[src/rtl/prefetch_buffer.sv]
`default_nettype none
// ============================================================================
// Module   : prefetch_buffer
// Brief    : Instruction prefetch FIFO with single-outstanding RAM fetch and
//            branch redirect/abort; optional response bypass (PREFETCH_BYPASS_EN).
// Revision : 1.0 - initial release
// ============================================================================
module prefetch_buffer #(
  parameter int          DEPTH      = 2,
  parameter logic [31:0] RESET_ADDR = 32'h0000_0000,
  localparam int         RISCV_ADDR_WIDTH = 32,
  localparam int         RISCV_WORD_WIDTH = 32
) (
  input  logic                        clk,
  input  logic                        rst,
  input  logic                        branch_i,
  input  logic [RISCV_ADDR_WIDTH-1:0] branch_addr_i,
  output logic                        instr_valid_o,
  input  logic                        instr_ready_i,
  output logic [RISCV_WORD_WIDTH-1:0] instr_rdata_o,
  output logic [RISCV_ADDR_WIDTH-1:0] instr_addr_o,
  output logic                        mem_valid_o,
  input  logic                        mem_ready_i,
  output logic [RISCV_ADDR_WIDTH-1:0] mem_addr_o,
  input  logic [RISCV_WORD_WIDTH-1:0] mem_rdata_i
);

  localparam int                 c_ptr_w = (DEPTH > 1) ? $clog2(DEPTH) : 1;
  localparam int                 c_cnt_w = c_ptr_w + 1;
  localparam logic [c_cnt_w-1:0] c_depth = c_cnt_w'(DEPTH);

  typedef enum logic [1:0] {
    IDLE  = 2'd0,
    WAIT  = 2'd1,
    ABORT = 2'd2
  } state_t;

  state_t                      r_state, w_state_nxt;
  logic [c_cnt_w-1:0]          r_count, w_count_nxt;
  logic [c_ptr_w-1:0]          r_rd_ptr, r_wr_ptr;
  logic [RISCV_ADDR_WIDTH-1:0] r_fetch_addr, w_fetch_addr_nxt;
  logic                        r_mem_valid, w_mem_valid_nxt;
  logic [RISCV_ADDR_WIDTH-1:0] r_mem_addr, w_mem_addr_nxt;
  logic [RISCV_ADDR_WIDTH-1:0] r_fifo_addr [DEPTH];
  logic [RISCV_WORD_WIDTH-1:0] r_fifo_data [DEPTH];

  logic                        w_resp, w_bypass, w_push, w_pop, w_fifo_pop;
  logic [RISCV_ADDR_WIDTH-1:0] w_branch_target, w_fetch_inc;
  logic                        w_unused;

  assign w_branch_target = {branch_addr_i[RISCV_ADDR_WIDTH-1:2], 2'b00};
  assign w_fetch_inc     = r_fetch_addr + 32'd4;
  assign w_unused        = &{1'b0, branch_addr_i[1:0]};

  // A response is kept only when it answers a live (non-aborted) request
  assign w_resp = (r_state == WAIT) && mem_ready_i && !branch_i;

`ifdef PREFETCH_BYPASS_EN
  assign w_bypass      = w_resp && (r_count == '0);
  assign instr_valid_o = (r_count != '0) || w_bypass;
  assign instr_addr_o  = w_bypass ? r_fetch_addr : r_fifo_addr[r_rd_ptr];
  assign instr_rdata_o = w_bypass ? mem_rdata_i  : r_fifo_data[r_rd_ptr];
`else
  assign w_bypass      = 1'b0;
  assign instr_valid_o = (r_count != '0);
  assign instr_addr_o  = r_fifo_addr[r_rd_ptr];
  assign instr_rdata_o = r_fifo_data[r_rd_ptr];
`endif

  assign w_pop      = instr_valid_o && instr_ready_i && !branch_i;
  assign w_fifo_pop = w_pop && (r_count != '0);
  assign w_push     = w_resp && !(w_bypass && instr_ready_i);

  assign mem_valid_o = r_mem_valid;
  assign mem_addr_o  = r_mem_addr;

  always_comb begin
    w_state_nxt      = r_state;
    w_fetch_addr_nxt = r_fetch_addr;
    w_mem_valid_nxt  = r_mem_valid;
    w_mem_addr_nxt   = r_mem_addr;
    w_count_nxt      = r_count + c_cnt_w'(w_push) - c_cnt_w'(w_fifo_pop);
    if (branch_i) begin
      w_count_nxt      = '0;
      w_fetch_addr_nxt = w_branch_target;
      if (r_state != IDLE && mem_ready_i) begin
        w_state_nxt     = IDLE;
        w_mem_valid_nxt = 1'b0;
      end else if (r_state == WAIT) begin
        w_state_nxt = ABORT;
      end
    end else begin
      case (r_state)
        IDLE: begin
          if (r_count < c_depth) begin
            w_state_nxt     = WAIT;
            w_mem_valid_nxt = 1'b1;
            w_mem_addr_nxt  = r_fetch_addr;
          end
        end
        WAIT: begin
          if (mem_ready_i) begin
            w_fetch_addr_nxt = w_fetch_inc;
            // Back-to-back re-issue keeps mem_valid_o high with the new address
            if (w_count_nxt < c_depth) begin
              w_mem_addr_nxt = w_fetch_inc;
            end else begin
              w_state_nxt     = IDLE;
              w_mem_valid_nxt = 1'b0;
            end
          end
        end
        ABORT: begin
          if (mem_ready_i) begin
            w_state_nxt     = IDLE;
            w_mem_valid_nxt = 1'b0;
          end
        end
        default: begin
          w_state_nxt     = IDLE;
          w_mem_valid_nxt = 1'b0;
        end
      endcase
    end
  end

  always_ff @(posedge clk) begin
    if (rst) begin
      r_state      <= IDLE;
      r_count      <= '0;
      r_rd_ptr     <= '0;
      r_wr_ptr     <= '0;
      r_fetch_addr <= RESET_ADDR;
      r_mem_valid  <= 1'b0;
      r_mem_addr   <= '0;
    end else begin
      r_state      <= w_state_nxt;
      r_count      <= w_count_nxt;
      r_fetch_addr <= w_fetch_addr_nxt;
      r_mem_valid  <= w_mem_valid_nxt;
      r_mem_addr   <= w_mem_addr_nxt;
      if (branch_i) begin
        r_rd_ptr <= '0;
        r_wr_ptr <= '0;
      end else begin
        if (w_fifo_pop) r_rd_ptr <= r_rd_ptr + c_ptr_w'(1);
        if (w_push)     r_wr_ptr <= r_wr_ptr + c_ptr_w'(1);
      end
    end
  end

  always_ff @(posedge clk) begin
    if (rst) begin
      for (int i = 0; i < DEPTH; i++) begin
        r_fifo_addr[i] <= '0;
        r_fifo_data[i] <= '0;
      end
    end else if (w_push) begin
      r_fifo_addr[r_wr_ptr] <= r_fetch_addr;
      r_fifo_data[r_wr_ptr] <= mem_rdata_i;
    end
  end

endmodule
`default_nettype wire
[config.mk]
export PLATFORM = sky130hd
export DESIGN_NAME = prefetch_buffer
export DESIGN_NICKNAME = d
export VERILOG_FILES = /design/src/rtl/prefetch_buffer.sv
export SDC_FILE = /design/constraint.sdc
export NUM_CORES = 1
export LEC_CHECK = 0
export ABC_AREA = 1
export BUFFER_PORTS_ARGS = -buffer_cell sky130_fd_sc_hd__buf_4
export CORE_ASPECT_RATIO = 0.7
export CORE_MARGIN = 4
export CORE_UTILIZATION = 30
export DETAILED_ROUTE_END_ITERATION = 10
export HOLD_SLACK_MARGIN = 0.08
export PLACE_DENSITY_LB_ADDON = 0.2
export SKIP_LAST_GASP = 1
export SLEW_MARGIN = 10
export SYNTH_ARGS = -nofsm -noshare
export SYNTH_HDL_FRONTEND = slang
export SYNTH_SLANG_ARGS = --single-unit
[constraint.sdc]
create_clock -name clk -period 3.9 [get_ports clk]
set_input_delay 0.585 -clock clk [delete_from_list [all_inputs] [get_ports clk]]
set_output_delay 0.585 -clock clk [all_outputs]
set_load 0.05 [all_outputs]
==> reports/results.ini, run 1 <==
[critical_path]
slowest_delay_ps=760
crit_type=flop to output pin
required_ps=3310
end_kind=output pin
crit_buf_inv=2
crit_path_frequent_cell=buf_4
critPathTopFamily=flip-flops
crit_chain=buf_4 > mux2_2 > buf_4
cp-start-kind=flop
cp.arrival_ps=2270
slowest_stage=dfxtp_2
cp_max_fo=23

[clocking]
cts_tree=yes
clock_latency_ps=450
htreeDepth=4
cts_setup_buffers=0
cts_inserted_buffers=17
clock_path_buffers=2
cts.repair.resized=0
cts_root_buf=clkbuf_16
clkTransAtPathRegs_ps=70
hold_buffers=0
cts_sinks=192

[global_routing]
antenna_found_initial=0
overflow=0
grt_max_degree=63
grt_pass1_wl_um=41200
grt_usage_pct=15.8
grt_pass1_vias=7227

[logic_synthesis]
yosysMostFrequentCell=nand2_1
synthTopCellsByArea=edfxtp_1 40%, dfxtp_1 15%, nand2_1 10%, nor2_1 8.7%, mux2_2 7.5%
yosysTopAreaCellShare_pct=39.8
seq_area_frac_synth_pct=54.4
ys_warn_count=0
async_reset_ff_share_pct=0
ys_types=37
synth_common_cells=259 x nand2_1, 217 x nor2_1, 124 x edfxtp_1
yosys.area.top_type=edfxtp_1
syn_inst=1075
ys_ff_latch=192
synth_ff_type=edfxtp_1
syn-cell-area_mm2=0.00935
syn_avg_cell_area_um2=8.70
synth_edf_count=124

[placed_design]
dp_cells=1607
dp_hpwl_um=17900
placed_area_mm2=0.0109
place.port_buffers=160
gp_congestion=0.849

[floorplan]
core-area_mm2=0.0304
num_rows=53
dieWidth_um=219
die_area_mm2=0.0341
io_pins=167
start_util_pct=30.8
fp.dieH_um=156

[power_and_ir_drop]
vdd_drop_max_mv=0.265
report.power.total_w=0.00485
pwr_density_cell_mw_per_mm2=422
p_leak_nw=4.77

[detailed_routing]
vias=7339
dr.pass1.iters=6
ant_nets=0
drt_iter0_markers=467
post_drt_wl_per_cell_um=16.3
drc=0
routed_wl_um=26700
via_per_inst=4.48

[sta]
rsz0062_at_grt=false
slew_viol_final=0
clock_skew_ps=9.62
fmax_mhz=350
slew_headroom_pct=40.1
hold_violations=0
finalSetupViolCount=0
tns_ps=0
worst_pin_slew_ps=898
min_period_ps=2860
timing.final.crit_share_pct=73.3

[final_layout]
fin_nets=1286
multi_input_area_mm2=0.00353
fin_util_pct=37.8
nFillCells=3177
fin_cells=1639
ff_latch_area_mm2=0.00509
drive_above_1_share_pct=24.0
area_delta_synth_final_pct=22.7
diodes=0
stdcell_area_mm2=0.0115

[status]
status=finished, final reports clean

[flow_run]
maxCapViolations=0

[min_path]
hold_class=input pin to flop

area by class of cell:
class                           instances  area share, %
Timing Repair Buffer                  168           11.4
Inverter                              126           4.12
Clock inverter                         12           1.04
Tap cell                              412           4.49
Sequential cell                       192           44.3
Multi-Input combinational cell        709           30.8
Clock buffer                           20           3.81
layout by cell type, fill, tap and decap left out, drive strengths merged, types with 4 or more instances in the layout:
master,instances
nand2,267
nor2,227
buf,168
inv,125
edfxtp,124
dfxtp,68
mux2,62
a21oi,40
nand3,38
o21ai,33
clkbuf,20
a31oi,14
xor2,8
clkinv,7
nand4,4
conb,4
clkinvlp,4
power by group:
group	switching (W)	internal [W]	total, W
clock	0.000810	0.000935	0.00175
sequential	0.0000584	0.00226	0.00232
combinational	0.000544	0.000236	0.000780
total	0.00141	0.00343	0.00485
registers in the layout, summed over array words and instances, names as in the netlist, named ones only:
signal	count
r_fifo_data	64
r_fifo_addr	60
mem_addr_o	30
r_fetch_addr	30
r_count	2
r_state	2
mem_valid_o	1
r_rd_ptr	1
r_wr_ptr	1
final timing paths:
check                           slack [ps]                to  cells after the start         startpoint
worst max-delay path                  1040  instr_addr_o[31]                      3               flop
worst min-delay path                   410  r_fetch_addr[14]                      3  branch_addr_i[14]
worst max register to register        1190    mem_addr_o[18]                     13         r_count[1]
worst min register to register         470       mem_valid_o                      2        mem_valid_o
worst reg2reg max path: cells and delay by family (launching register included):
| kind | cells | cell delay (ps) |
|---|---|---|
| DFF | 1 | 390 |
| adders and majority gates | 2 | 470 |
| buffers and inverters | 3 | 140 |
| and+or+nand+nor | 7 | 1050 |
| AOI/OAI and AO/OA | 1 | 560 |
metrics by stage:
stage | hold slack, ps | setup WS (ps)
2_1_floorplan | 447 | 738
3_3_place_gp | 456 | 966
3_5_place_dp | 461 | 944
4_1_cts | 384 | 952
5_1_grt | 412 | 922
6_report | 412 | 1040
logic make-up after synthesis:
group                    count (synthesis)  synth area share (%)
buffers and inverters                  177                  8.02
AND/OR/NAND/NOR                        541                  23.3
multiplexers                            62                  7.47
flip-flops                             192                  54.4
other                                    1                0.0401
XOR/XNOR                                 8                 0.749
adder cells (fa/ha/maj)                  3                 0.401
AO/OA/AOI/OAI                           91                  5.62
metal layers:
metal / share of wire [%] / track usage (%) / up-vias
met5: 0 / 0 / -
met4: 1.1 / 4.51 / 0
met3: 5.0 / 3.37 / 16
met2: 44 / 23.9 / 169
met1: 50 / 22.9 / 3458
li1: - / - / 3696
Power figures use the tool's default switching activity.
==> run 2: changes to the inputs <==
--- a/config.mk
+++ b/config.mk
@@ -5,7 +5,7 @@
 export SDC_FILE = /design/constraint.sdc
 export NUM_CORES = 1
 export LEC_CHECK = 0
-export ABC_AREA = 1
+export ABC_AREA = 0
 export BUFFER_PORTS_ARGS = -buffer_cell sky130_fd_sc_hd__buf_4
 export CORE_ASPECT_RATIO = 0.7
 export CORE_MARGIN = 4
==> constraint.sdc (replaced) <==
create_clock -name clk -period 2.7 [get_ports clk]
set_input_delay 0.405 -clock clk [delete_from_list [all_inputs] [get_ports clk]]
set_output_delay 0.405 -clock clk [all_outputs]
set_load 0.05 [all_outputs]
==> reports/results.ini, run 2 <==
[critical_path]
end_kind=flop
crit_type=flop to flop
r2r.worst_path.cells=12
r2r_end=mem_addr_o[29]
slowest_stage=a311o_2
path_depth=12
crit-reg2reg-launch=r_count[0]
cp.arrival_ps=2800
crit_buf_inv=2
critPathTopFamily=compound AO/OA/AOI/OAI gates
required_ps=3000
slowest_delay_ps=420
cp-start-kind=flop
cp_max_fo=34
crit_chain=or2_4 > nand2_1 > nor2_1 > ha_1 > inv_1 > ha_4 > xnor2_4 > nor4b_2 > a311o_2 > buf_12 > mux2i_1 > o22ai_1
r2r_setup_slack_ps=200

[logic_synthesis]
yosys.area_share.simple_pct=18.9
synth_xor_area_share_pct=5.34
synthTopCellsByArea=edfxtp_1 41%, dfxtp_1 15%, and2_1 8.6%, mux2_2 7.6%, xnor2_1 2.9%
synth_fa_ha_area_share_pct=0.409
synth-compound-area-share_pct=6.85
async_reset_ff_share_pct=0
ys_ff_latch=192
synth_ff_type=edfxtp_1
syn_avg_cell_area_um2=11.3
synthMuxAreaShare_pct=8.69
synth_edf_count=124
ys_warn_count=0
synth_top_family_by_area=simple AND/OR/NAND/NOR gates
seq_area_frac_synth_pct=55.4
yosys.area.top_type=edfxtp_1
syn-cell-area_mm2=0.00919
ys_types=52
syn_inst=810
yosysMostFrequentCell=and2_1
synth_common_cells=126 x and2_1, 124 x edfxtp_1, 68 x dfxtp_1
yosysTopAreaCellShare_pct=40.5

[sta]
finalSetupViolCount=0
min_period_ps=2500
tns_ps=0
slew_viol_final=0
clock_skew_ps=9.70
fmax_mhz=400
setup_slack_ps=203
timing.final.crit_share_pct=92.5
worst_pin_slew_ps=660
rsz0062_at_grt=false
hold_violations=0
slew_headroom_pct=55.6

[clocking]
cts_root_buf=clkbuf_16
cts_setup_buffers=0
clock_latency_ps=430
cts.repair.resized=0
htreeDepth=4
cts_sinks=192
cts_inserted_buffers=17
clock_path_buffers=2
cts_tree=yes
clkTransAtPathRegs_ps=80
hold_buffers=0

[global_routing]
grt_max_degree=63
grt_usage_pct=14.8
overflow=0
grt_pass1_vias=6333
antenna_found_initial=0
grt_pass1_wl_um=38000

[final_layout]
layout_common_cells=183 x buf_4, 126 x and2_1, 124 x edfxtp_1
fin_cells=1374
nFillCells=2988
regMostFlops=r_fifo_data
diodes=0
final_common_cell=buf_4
area_delta_synth_final_pct=25.9
ff_latch_area_mm2=0.00509
drive_above_1_share_pct=32.5
fin_nets=1021
multi_input_area_mm2=0.00378
reg.largest.list=r_fifo_data: 64 flops, r_fifo_addr: 60 flops
fin_util_pct=38.4
largest_reg_flops=64

[power_and_ir_drop]
pwr_density_cell_mw_per_mm2=599
vdd_drop_max_mv=0.407
p_leak_nw=4.54

[floorplan]
num_rows=53
start_util_pct=30.5
core-area_mm2=0.0301
dieWidth_um=217
die_area_mm2=0.0335
fp.dieH_um=154
io_pins=167

[min_path]
hold_path_depth=3
min_delay_worst_endpoint=r_fetch_addr[7]
hold_class=input pin to flop
hold_start=branch_addr_i[7]

[detailed_routing]
wl_met1_um=12200
wl_met3_um=1340
drt_iter0_markers=301
dr.max_layer_used=met4
dr_wl_met2_um=10700
via_per_inst=4.57
post_drt_wl_per_cell_um=17.9
ant_nets=0
routed_wl_um=24500
dr.pass1.iters=5
vias=6280
drc=0

[placed_design]
gp_congestion=0.803
place.port_buffers=160
dp_hpwl_um=16800
dpl_worst_slack_ps=142
dp_cells=1342

[flow_run]
maxCapViolations=0

[status]
status=finished, final reports clean

[run 2: changes by cell type in the layout (fill, tap and decap cells not counted), sizes merged, moves of 15 or more]
cell,delta
nand2,-239
nor2,-168
and2,+124
inv,-97
o21ai,-30
xnor2,+30
a211oi,+26
buf,+23
xor2,+18
nor4,+16
nor3,+15
o21a,+15
[run 2: layout make-up]
class	instances	share of cell area, %
flip-flops and latches	192	44.0
multi-input cells	527	32.7
repair buffers	191	13.3
well taps	412	4.46
clock buffers	17	3.68
clock inverters	15	1.28
inverters	20	0.649
[run 2: worst min-delay path, cell delays in order]
cell and delay, ps:
buf_4 70, mux2i_1 50, nor2_1 70
[run 2: cell families (layout without fill, tap and decap cells)]
family                   count (synthesis)  after routing
multiplexers                            72             72
XOR/XNOR                                56             56
buffers and inverters                   94            243
flip-flops                             192            192
other                                    1              4
AO/OA/AOI/OAI                           90             90
adder cells (fa/ha/maj)                  3              3
AND/OR/NAND/NOR                        302            302
[run 2: worst max path at each step]
stage / slack [ps] / from / endpoint
floorplan: -40 / r_state[1] / mem_addr_o[29]
global placement: 160 / mem_ready_i / mem_addr_o[29]
detailed placement: 140 / mem_ready_i / mem_addr_o[23]
CTS: 200 / r_count[0] / mem_addr_o[18]
global route: 2 / r_count[0] / mem_addr_o[25]
finish: 200 / r_count[0] / mem_addr_o[29]
[run 2: stage by stage]
stage,power [W],hold slack [ps],area (um2)
floorplan,0.00411,502,9310
CTS,0.00702,177,11600
detailed placement,0.00450,492,11000
global route,0.00722,185,11600
finish,0.00693,198,11600
global placement,0.00449,492,11000
[run 2: report_power, final]
part           total, W  switching (W)  internal, W
sequential      0.00338       0.000114      0.00327
clock           0.00252        0.00121      0.00131
combinational   0.00103       0.000667     0.000363
total           0.00693        0.00199      0.00494
[run 2: routing by layer]
metal / GRT usage, % / up-vias
met5: 0 / -
met4: 3.51 / 0
met3: 3.97 / 14
met2: 21.8 / 154
met1: 21.6 / 2999
li1: - / 3113
==> run 3: changes to the inputs <==
--- a/config.mk
+++ b/config.mk
@@ -6,7 +6,7 @@
 export NUM_CORES = 1
 export LEC_CHECK = 0
 export ABC_AREA = 0
-export BUFFER_PORTS_ARGS = -buffer_cell sky130_fd_sc_hd__buf_4
+export BUFFER_PORTS_ARGS = -buffer_cell sky130_fd_sc_hd__buf_2
 export CORE_ASPECT_RATIO = 0.7
 export CORE_MARGIN = 4
 export CORE_UTILIZATION = 30
==> reports/results.ini, run 3 (synthesized netlist as in run 2, its figures left out) <==
[min_path]
hold_class=input pin to flop
hold_path_depth=3
hold_start=branch_addr_i[5]
min_delay_worst_endpoint=r_fetch_addr[5]

[clocking]
cts_root_buf=clkbuf_16
cts_setup_buffers=0
clkTransAtPathRegs_ps=80
cts.repair.resized=0
cts_sinks=192
clock_path_buffers=2
cts_tree=yes
clock_latency_ps=440
cts_inserted_buffers=17
htreeDepth=4
hold_buffers=0

[floorplan]
core-area_mm2=0.0301
fp.dieH_um=154
num_rows=53
die_area_mm2=0.0335
dieWidth_um=217
start_util_pct=30.5
io_pins=167

[critical_path]
crit_chain=or2_4 > nand2_1 > nor2_1 > ha_1 > inv_1 > ha_4 > xnor2_4 > nor4b_2 > a311o_2 > buf_12 > mux2i_1 > o22ai_1
required_ps=3000
crit_type=flop to flop
r2r_setup_slack_ps=180
cp-start-kind=flop
r2r_end=mem_addr_o[29]
end_kind=flop
crit-reg2reg-launch=r_count[0]
cp_max_fo=38
slowest_stage=a311o_2
slowest_delay_ps=420
critPathTopFamily=compound AO/OA/AOI/OAI gates
r2r.worst_path.cells=12
cp.arrival_ps=2830
crit_buf_inv=2

[sta]
rsz0062_at_grt=false
slew_viol_final=0
fmax_mhz=396
slew_headroom_pct=48.8
min_period_ps=2520
tns_ps=0
worst_pin_slew_ps=768
setup_slack_ps=175
finalSetupViolCount=0
clock_skew_ps=14.6
hold_violations=0
timing.final.crit_share_pct=93.5

[detailed_routing]
drt_iter0_markers=417
routed_wl_um=24500
via_per_inst=4.57
ant_nets=0
vias=6278
dr.pass1.iters=4
drc=0
post_drt_wl_per_cell_um=17.9

[power_and_ir_drop]
vdd_drop_max_mv=0.390
p_leak_nw=4.42
pwr_density_cell_mw_per_mm2=607

[final_layout]
area_delta_synth_final_pct=20.9
ff_latch_area_mm2=0.00509
regMostFlops=r_fifo_data
layout_common_cells=160 x buf_2, 126 x and2_1, 124 x edfxtp_1
diodes=0
multi_input_area_mm2=0.00378
drive_above_1_share_pct=32.4
fin_nets=1020
reg.largest.list=r_fifo_data: 64 flops, r_fifo_addr: 60 flops
final_common_cell=buf_2
nFillCells=3054
largest_reg_flops=64

[placed_design]
place.port_buffers=160
dpl_worst_slack_ps=98.0
dp_hpwl_um=16400
gp_congestion=0.772

[global_routing]
grt_pass1_wl_um=37500
grt_max_degree=65
overflow=0
antenna_found_initial=0
grt_usage_pct=14.6
grt_pass1_vias=6220

[status]
status=finished, final reports clean

[flow_run]
maxCapViolations=0

-- run 3: changes by cell type in the layout (fill, tap and decap cells not counted), sizes merged --
| cell | change |
|---|---|
| buf | -1 |
| bufinv | -1 |
| clkinvlp | +1 |
-- run 3: metal layers --
layer / global-route usage [%] / vias up / part of all wire, %
met5: 0 / - / 0
met2: 22.1 / 133 / 44
met1: 21.5 / 3026 / 50
met3: 3.44 / 11 / 4.6
met4: 2.97 / 0 / 0.84
li1: - / 3108 / -
-- run 3: area by class of cell --
| type | count | area share [%] |
|---|---|---|
| Clock buffer | 17 | 3.83 |
| Sequential cell | 192 | 45.8 |
| Tap cell | 412 | 4.64 |
| Inverter | 20 | 0.676 |
| Timing Repair Buffer | 190 | 9.91 |
| Clock inverter | 15 | 1.13 |
| Multi-Input combinational cell | 527 | 34.0 |
-- run 3: power breakdown --
part	internal, W	total, W	switching (W)
sequential	0.00327	0.00338	0.000107
clock	0.00121	0.00242	0.00121
combinational	0.000278	0.000949	0.000671
total	0.00476	0.00675	0.00199
-- run 3: worst max-delay path by stage --
| stage | from | to | depth (start not counted) |
|---|---|---|---|
| 2_1_floorplan | r_state[1] | mem_addr_o[29] | 16 |
| 3_3_place_gp | mem_ready_i | mem_addr_o[29] | 13 |
| 3_5_place_dp | mem_ready_i | mem_addr_o[29] | 13 |
| 4_1_cts | r_count[0] | mem_addr_o[29] | 12 |
| 5_1_grt | r_count[0] | mem_addr_o[10] | 12 |
| 6_report | r_count[0] | mem_addr_o[29] | 12 |
-- run 3: worst reg2reg max path: stages (launching register included) --
cell and delay [ps]:
dfxtp_1 340, or2_4 240, nand2_1 130, nor2_1 60
ha_1 270, inv_1 50, ha_4 170, xnor2_4 190
nor4b_2 70, a311o_2 420, buf_12 190, mux2i_1 180
o22ai_1 90
-- run 3: per-stage QoR --
step           area (um2)  util, %  std cells  hold slack [ps]  power (W)
3_3_place_gp        10600     35.1       1341              487    0.00440
4_1_cts             11100     36.9       1373              187    0.00685
2_1_floorplan        9310        -        813              502    0.00411
6_report            11100     36.9       1373              206    0.00675
3_5_place_dp        10600     35.1       1341              492    0.00441
5_1_grt             11100     36.9       1373              194    0.00704
